## config.mk

```make
export PLATFORM = sky130hd
export DESIGN_NAME = micro_core
export DESIGN_NICKNAME = d
export VERILOG_FILES = /design/src/rtl/micro_core_pkg.sv /design/src/rtl/micro_core_alu.sv /design/src/rtl/micro_core.sv
export SDC_FILE = /design/constraint.sdc
export NUM_CORES = 1
export LEC_CHECK = 0
export CAP_MARGIN = 0
export CORE_AREA = 2 2 148 150
export CTS_CLUSTER_DIAMETER = 60
export DETAILED_ROUTE_END_ITERATION = 6
export DIE_AREA = 0 0 150 152
export PLACE_DENSITY_LB_ADDON = 0.15
export SLEW_MARGIN = 20
export SYNTH_ARGS = -nofsm -noshare
export SYNTH_HDL_FRONTEND = slang
export SYNTH_SLANG_ARGS = --single-unit
```

## constraint.sdc

```tcl
create_clock -name clk -period 5.8 [get_ports clk]
set_clock_uncertainty 0.15 [all_clocks]
set_input_delay 0.58 -clock clk [delete_from_list [all_inputs] [get_ports clk]]
set_output_delay 0.58 -clock clk [all_outputs]
set_load 0.01 [all_outputs]
```

## src/rtl/micro_core_pkg.sv

```systemverilog
// Shared definitions for micro_core: opcodes, FSM state encoding and
// instruction field layout helpers.
package micro_core_pkg;

    localparam logic [3:0] OP_NOP  = 4'h0;
    localparam logic [3:0] OP_LDI  = 4'h1;
    localparam logic [3:0] OP_MOV  = 4'h2;
    localparam logic [3:0] OP_ADD  = 4'h3;
    localparam logic [3:0] OP_SUB  = 4'h4;
    localparam logic [3:0] OP_AND  = 4'h5;
    localparam logic [3:0] OP_OR   = 4'h6;
    localparam logic [3:0] OP_XOR  = 4'h7;
    localparam logic [3:0] OP_SHL  = 4'h8;
    localparam logic [3:0] OP_SAR  = 4'h9;
    localparam logic [3:0] OP_OUT  = 4'hA;
    localparam logic [3:0] OP_HALT = 4'hF;

    typedef enum logic [2:0] {
        IDLE,
        DECODE,
        EXEC,
        WB,
        HALT
    } state_t;

    typedef enum logic [1:0] {
        F_IMM,
        F_RS,
        F_RD,
        F_OPCODE
    } field_e;

    // Word layout is {opcode[3:0], rd[aw-1:0], rs[aw-1:0], imm[dw-1:0]}, MSB first.
    function automatic int field_lsb(input field_e fld, input int aw, input int dw);
        case (fld)
            F_IMM:   return 0;
            F_RS:    return dw;
            F_RD:    return dw + aw;
            default: return dw + 2 * aw;
        endcase
    endfunction

    function automatic int instr_width(input int aw, input int dw);
        return 4 + 2 * aw + dw;
    endfunction

endpackage

```

## src/rtl/micro_core_alu.sv

```systemverilog
// Combinational ALU for micro_core. Unflagged opcodes pass b through so the
// same result path serves LDI and MOV.
module micro_core_alu
    import micro_core_pkg::*;
#(
    parameter int DATA_W = 16
) (
    input  logic [3:0]        opcode,
    input  logic [DATA_W-1:0] a,
    input  logic [DATA_W-1:0] b,
    output logic [DATA_W-1:0] result,
    output logic              carry,
    output logic              sign,
    output logic              overflow,
    output logic              zero
);

    localparam int MSB = DATA_W - 1;

    logic [DATA_W:0] wide;

    always_comb begin
        wide     = '0;
        result   = b;
        carry    = 1'b0;
        overflow = 1'b0;
        case (opcode)
            OP_ADD: begin
                wide     = {1'b0, a} + {1'b0, b};
                result   = wide[MSB:0];
                carry    = wide[DATA_W];
                overflow = (a[MSB] == b[MSB]) && (result[MSB] != a[MSB]);
            end
            OP_SUB: begin
                // The extra bit of the difference is the borrow (a < b unsigned).
                wide     = {1'b0, a} - {1'b0, b};
                result   = wide[MSB:0];
                carry    = wide[DATA_W];
                overflow = (a[MSB] != b[MSB]) && (result[MSB] != a[MSB]);
            end
            OP_AND: result = a & b;
            OP_OR:  result = a | b;
            OP_XOR: result = a ^ b;
            OP_SHL: begin
                result = {a[MSB-1:0], 1'b0};
                carry  = a[MSB];
            end
            OP_SAR: begin
                result = {a[MSB], a[MSB:1]};
                carry  = a[0];
            end
            default: ;
        endcase
    end

    assign sign = result[MSB];
    assign zero = (result == '0);

endmodule

```

## src/rtl/micro_core.sv

```systemverilog
// Multi-cycle register-file core: one instruction per valid/ready accept,
// executed through DECODE/EXEC/WB before the next accept.
//
//   state  | meaning
//   IDLE   | ready for an instruction; accept latches IR
//   DECODE | read rd/rs operands from the register file
//   EXEC   | ALU result into holding register, flags updated
//   WB     | write rd or drive data_out; HALT opcode parks the core
//   HALT   | ignores instructions until reset
module micro_core
    import micro_core_pkg::*;
#(
    parameter int  DATA_W   = 16,
    parameter int  NUM_REGS = 4,
    parameter int  OUT_W    = 8,
    localparam int AW       = $clog2(NUM_REGS),
    localparam int INSTR_W  = instr_width(AW, DATA_W)
) (
    input  logic               clk,
    input  logic               rst,
    input  logic               instr_valid,
    input  logic [INSTR_W-1:0] instr_in,
    output logic               instr_ready,
    output logic [OUT_W-1:0]   data_out,
    output logic               out_valid,
    output logic               flag_carry,
    output logic               flag_sign,
    output logic               flag_overflow,
    output logic               flag_zero,
    output logic               halted
);

    localparam int IMM_LSB = field_lsb(F_IMM, AW, DATA_W);
    localparam int RS_LSB  = field_lsb(F_RS, AW, DATA_W);
    localparam int RD_LSB  = field_lsb(F_RD, AW, DATA_W);
    localparam int OP_LSB  = field_lsb(F_OPCODE, AW, DATA_W);

    state_t              state;
    state_t              state_next;
    logic [INSTR_W-1:0]  ir;
    logic [DATA_W-1:0]   regs [NUM_REGS];
    logic [DATA_W-1:0]   rd_val;
    logic [DATA_W-1:0]   rs_val;
    logic [DATA_W-1:0]   res_q;

    logic [3:0]          opcode;
    logic [AW-1:0]       rd_idx;
    logic [AW-1:0]       rs_idx;
    logic [DATA_W-1:0]   imm;
    logic                accept;
    logic                writes_rd;
    logic                sets_flags;

    logic [DATA_W-1:0]   alu_b;
    logic [DATA_W-1:0]   alu_result;
    logic                alu_carry;
    logic                alu_sign;
    logic                alu_overflow;
    logic                alu_zero;

    assign opcode     = ir[OP_LSB +: 4];
    assign rd_idx     = ir[RD_LSB +: AW];
    assign rs_idx     = ir[RS_LSB +: AW];
    assign imm        = ir[IMM_LSB +: DATA_W];
    assign accept     = instr_valid && instr_ready;
    assign writes_rd  = (opcode >= OP_LDI) && (opcode <= OP_SAR);
    assign sets_flags = (opcode >= OP_ADD) && (opcode <= OP_SAR);
    assign alu_b      = (opcode == OP_LDI) ? imm : rs_val;

    micro_core_alu #(
        .DATA_W(DATA_W)
    ) u_alu (
        .opcode   (opcode),
        .a        (rd_val),
        .b        (alu_b),
        .result   (alu_result),
        .carry    (alu_carry),
        .sign     (alu_sign),
        .overflow (alu_overflow),
        .zero     (alu_zero)
    );

    always_ff @(posedge clk or posedge rst) begin
        if (rst) begin
            state <= IDLE;
        end else begin
            state <= state_next;
        end
    end

    always_comb begin
        state_next  = state;
        instr_ready = 1'b0;
        halted      = 1'b0;
        case (state)
            IDLE: begin
                instr_ready = 1'b1;
                if (instr_valid) begin
                    state_next = DECODE;
                end
            end
            DECODE: state_next = EXEC;
            EXEC:   state_next = WB;
            WB:     state_next = (opcode == OP_HALT) ? HALT : IDLE;
            HALT:   halted = 1'b1;
            default: state_next = IDLE;
        endcase
    end

    always_ff @(posedge clk or posedge rst) begin
        if (rst) begin
            ir            <= '0;
            rd_val        <= '0;
            rs_val        <= '0;
            res_q         <= '0;
            data_out      <= '0;
            out_valid     <= 1'b0;
            flag_carry    <= 1'b0;
            flag_sign     <= 1'b0;
            flag_overflow <= 1'b0;
            flag_zero     <= 1'b0;
            for (int i = 0; i < NUM_REGS; i++) begin
                regs[i] <= '0;
            end
        end else begin
            out_valid <= 1'b0;
            case (state)
                IDLE: begin
                    if (accept) begin
                        ir <= instr_in;
                    end
                end
                DECODE: begin
                    rd_val <= regs[rd_idx];
                    rs_val <= regs[rs_idx];
                end
                EXEC: begin
                    res_q <= alu_result;
                    if (sets_flags) begin
                        flag_carry    <= alu_carry;
                        flag_sign     <= alu_sign;
                        flag_overflow <= alu_overflow;
                        flag_zero     <= alu_zero;
                    end
                end
                WB: begin
                    if (writes_rd) begin
                        regs[rd_idx] <= res_q;
                    end
                    if (opcode == OP_OUT) begin
                        data_out  <= rs_val[OUT_W-1:0];
                        out_valid <= 1'b1;
                    end
                end
                default: ;
            endcase
        end
    end

endmodule

```

== Yosys cells after proc, flatten, opt, wreduce, memory -nomap -nowiden ==
Index checks and enable logic that the tools add are counted.
Storage, ports and cells
  register bits after elaboration: 152
  input port bits: 27
  output and inout bits: 15
Cells by class
  add/subtract/negate cells: 2
  magnitude comparators: 6
  equality and inequality tests: 19
  multiplexer cells: 20
  bitwise gates (word level): 6
  reductions and logical operators: 13
Operator list (count)
  $pmux 16 s7: 1
  $mux 16: 6
  $bmux 16 s2: 2
  $bwmux 64: 1
  $demux 16 s2: 1
  $add 16x16->17: 1
  $sub 16x16->17: 1
  $and 16x16->16: 1
  $eq 4x3->1 const B: 4
  $eq 4x4->1 const B: 4
  $logic_not 16->1: 1
  $or 16x16->16: 1
  $xor 16x16->16: 1
  $pmux 3 s5: 1
  $reduce_and 2->1: 5
  $eq 3x2->1 const B: 2
  $ge 3x3->1 const B: 2
  $logic_and 1x1->1: 6
  $mux 3: 2
  $not 2->3: 2
  $eq 4x1->1 const B: 1
  $eq 4x2->1 const B: 1
  $ge 4x1->1 const B: 1
  $ge 4x2->1 const B: 1
  12 further kinds: 17

== Logic depth before layout (Yosys ltp) ==
  word-level depth: 6
  depth in mapped cells: 18
  mapped depth without buffers: 15

== By module ==
From an unflattened synthesis, not the netlist that was laid out.
Second synthesis, totals
  cells, all modules: 866
  area, all modules: 9864.5 sq um
Modules (own cells, without submodules)
  micro_core: instances 1, cells each 404, area an instance 6770.2 sq um
  micro_core_alu: instances 1, cells each 462, area an instance 3094.2 sq um

== Worst setup path after synthesis ==
OpenSTA, ideal clock, no wires.
  path type: flip-flop to flip-flop
  start: register ir[21]
  end: register flag_zero
  arrival: 3944 ps
  required time: 5574 ps
  slack: 1630 ps
  cell stages (with the launch flop): 18
  path buffers: 3
  period minus slack after synthesis: 4170 ps
  path through: dfrtp_1 -> buf_6 -> nor4b_4 -> buf_6 -> buf_2 -> mux2i_1 -> inv_1 -> ha_1 -> fa_1 -> a21o_1 -> a311oi_1 -> nor2_1 -> a311oi_1 -> or4_1 -> nand4_1 -> a2111oi_0 -> nand4_1 -> o21ai_1
Between the ends
  word-level cells in the longest chain between the ends: 5
Ends and longest elaborated chain
  from (decl): RTL line micro_core.sv:40  | logic [INSTR_W-1:0] ir;
  from (signal assigned): RTL line micro_core.sv:130  | ir <= instr_in;
  $eq 4x1->1: RTL line micro_core.sv:68  | assign alu_b = (opcode == OP_LDI) ? imm : rs_val;
  $mux 16: RTL line micro_core.sv:68
  $sub 16x16->17, or another cell as far along: RTL line micro_core_alu.sv:36  | wide = {1'b0, a} - {1'b0, b};
  $pmux 16 s7: RTL line micro_core_alu.sv:27  | case (opcode)
  $logic_not 16->1: RTL line micro_core_alu.sv:57  | assign zero = (result == '0);
  to (signal assigned): RTL line micro_core.sv:143  | flag_zero <= alu_zero;
  to (decl): RTL line micro_core.sv:29  | output logic flag_zero,
Parallel ways exist; a longest one is shown, timed or not.
A chain may end at the register's enable or synchronous reset.

== Worst setup path after layout ==
Ends and elaborated chain as after synthesis.

==> results.yml <==
run_status:
  outcome: "complete, no violations"
cells_and_area:
  fin_cells: 1275
  drive_above_1_share: 0.215
  most-common-layout-cells: "152 x dfrtp_1, 115 x mux2_2, 102 x nand2_1, 59 x o21ai_0, 52 x ha_1"
  final_nets: 1062
  layout_commonest_cell: "dfrtp_1"
  antenna_cells: 0
  area_growth_pct: 12.7
power:
  p_sw_mw: 3.28
  ir_worst_vdd_uv: 335
  power_density_nw_per_um2: 645
  p_clk_frac: 0.157
  p_int_mw: 3.96
  leakagePower_nw: 4.87
  p_sw_frac: 0.453
  p_comb_frac: 0.576
  seq_power_share: 0.267
synth:
  avgSynthCellArea_sq_um: 10.4
  syn_area_sq_um: 9970
  synth.distinct_cells: 79
  ys_warn_count: 0
  synthFlopType: "dfrtp_1"
  synth_cells: 962
  async_reset_ff_frac: 1.00
  synth_edf_count: 0
  syn_nets: 1042
  synth_seq_cells: 152
  yosysSeqAreaShare: 0.382
sta:
  finalHoldViolCount: 0
  period_share: 0.829
  setup_viol: 0
  setup-tns-final_ps: 0
  rsz0062_at_grt: "false"
  worst_slew_pin_slew_ps: 1050
  maxSlewViolCount: 0
  slew_headroom: 0.301
  min_period_ps: 4810
  max_clock_freq_ghz: 0.208
die:
  die_w_microns: 150
  core-area_sq_um: 21400
  io_pins: 42
  initial_core_util: 0.467
  dieArea_sq_um: 22800
  dieHeight_microns: 152
  row_count: 54
grt:
  antenna_found_initial: 1
  grt_pass1_vias: 7827
  track_usage: 0.262
  gr-total-overflow: 0
  grt_pass1_wl_microns: 45900
  grt_max_degree: 105
worst_setup_path:
  path_delay_family: "compound AO/OA/AOI/OAI gates"
  crit_required_ps: 6000
  worstSetupPathType: "reg2reg"
  timing.critical_path.mode_cell: "mux2_2"
  crit_path_start_kind: "register"
  rrSetupSlack_ps: 990
  worstPathBufferInverterCount: 1
  cp.arrival_ps: 5010
  crit_fanout: 13
  crit_path_end_kind: "register"
  path_cells: "nor4b_4 -> mux2_2 -> inv_1 -> ha_1 -> o211a_1 -> a2111o_1 -> a31oi_1 -> o21ai_0 -> a211o_1 -> mux2_2 -> a22oi_2 -> nand4_1 -> o21ai_1"
  crit_path_max_incr_delay_ps: 790
  cpMaxStageDelayCell: "nor4b_4"
clock_network:
  cts_resized: 0
  cts_tree: "yes"
  cts_buffer_depth: 2
  clk_pin_slew_ps: 70
  cts_hold_buf: 0
  cts_setup_buffers: 0
  ctsRootBufferMaster: "clkbuf_16"
  numClockSinks: 152
  clk_latency_ps: 420
  htreeDepth: 4
  cts_made_buffers: 17
drt:
  routedWlPerCell_microns: 22.6
  vias: 7955
  routed_via_density: 6.24
  route.detailed.drc: 0
  wirelength_microns: 28800
  ant_nets: 0
  first_iter_violations: 801
  firstDrtPassIters: 6
placement:
  numPortBuffers: 41
  dp_cells: 1243
  gp_congestion: 0.973
  detailed_place_hpwl_microns: 20500
worst_hold_path:
  hold_class: "reg2reg"
run:
  cap_violations: 0
==> path summary, 6_finish.rpt <==
path,start,endpoint,cells past startpoint
setup reg to reg,ir[21],flag_zero,13
setup / recovery,ir[21],flag_zero,13
min in group asynchronous,rst,regs[43],2
max in group asynchronous,rst,rs_val[8],3
hold / removal,data_out[4],data_out[4],2
hold reg to reg,data_out[4],data_out[4],2
==> worst min-delay path, stage by stage (launching register included) <==
cell and delay [ps]:
dfrtp_1 340, nand2_1 50, nand2_1 60
==> layout make-up <==
cell class | count | area (sq um)
Fill cell | 1941 | 10100
Multi-Input combinational cell | 700 | 5720
Sequential cell | 152 | 3800
Timing Repair Buffer | 62 | 568
Clock buffer | 20 | 457
Tap cell | 280 | 350
Inverter | 49 | 189
Clock inverter | 12 | 148
==> layer usage <==
layer | track usage | part of all wire | vias up
met5 | 0 | 0.00045 | -
met4 | 0.0849 | 0.025 | 2
met3 | 0.0441 | 0.064 | 60
met2 | 0.383 | 0.45 | 360
met1 | 0.397 | 0.46 | 3943
li1 | - | - | 3590
==> stage by stage <==
step / area, sq um / total power [mW] / worst slack, ps / util / hold slack (ps)
floorplan: 9970 / 4.80 / 977 / - / 303
global placement: 10600 / 5.98 / 1090 / 0.498 / 311
detailed placement: 10600 / 6.02 / 1030 / 0.498 / 317
CTS: 11200 / 7.19 / 1030 / 0.526 / 334
global route: 11200 / 7.72 / 846 / 0.526 / 359
finish: 11200 / 7.24 / 990 / 0.526 / 327
==> flip-flops by register name, summed over array words and instances (netlist names) <==
name           flops
out_valid          1
flag_carry         1
ir                24
res_q             16
flag_sign          1
data_out           8
flag_zero          1
state              3
rd_val            16
rs_val            16
flag_overflow      1
regs              64
==> cell families after synthesis <==
family                   count (synthesis)  share of synthesized area
XOR/XNOR                                 9                    0.00791
buffers and inverters                  110                     0.0457
flip-flops                             152                      0.382
multiplexers                           164                      0.219
AO/OA/AOI/OAI                          226                      0.152
adder cells (fa/ha/maj)                 53                     0.0673
AND/OR/NAND/NOR                        248                      0.126
==> power groups by stage <==
| stage | Sequential (mW) | Combinational (mW) | Clock, mW |
|---|---|---|---|
| floorplan | 1.74 | 3.06 | 0 |
| global placement | 1.93 | 4.04 | 0 |
| detailed placement | 1.94 | 4.08 | 0 |
| CTS | 1.92 | 4.10 | 1.16 |
| global route | 1.99 | 4.52 | 1.21 |
| finish | 1.93 | 4.17 | 1.14 |
==> Yosys cell counts (all sizes together), types with 7 or more instances <==
library cell | n | share of area
mux4 | 32 | 0.072
clkbuf | 37 | 0.014
a21o | 8 | 0.0060
o21a | 7 | 0.0053
a211oi | 7 | 0.0053
nor2b | 12 | 0.0083
dfrtp | 152 | 0.38
mux2 | 115 | 0.13
inv | 48 | 0.018
nand3 | 11 | 0.0055
mux2i | 17 | 0.017
a21oi | 45 | 0.023
nor3 | 15 | 0.0075
nor2 | 42 | 0.016
o211ai | 7 | 0.0053
or3 | 10 | 0.0063
buf | 24 | 0.013
nand2 | 102 | 0.038
a22oi | 8 | 0.0065
ha | 52 | 0.065
o21ai | 60 | 0.030
o22ai | 8 | 0.0050
a31oi | 8 | 0.0050
nor3b | 9 | 0.0078
No activity file was read; power rests on OpenSTA's default activity.
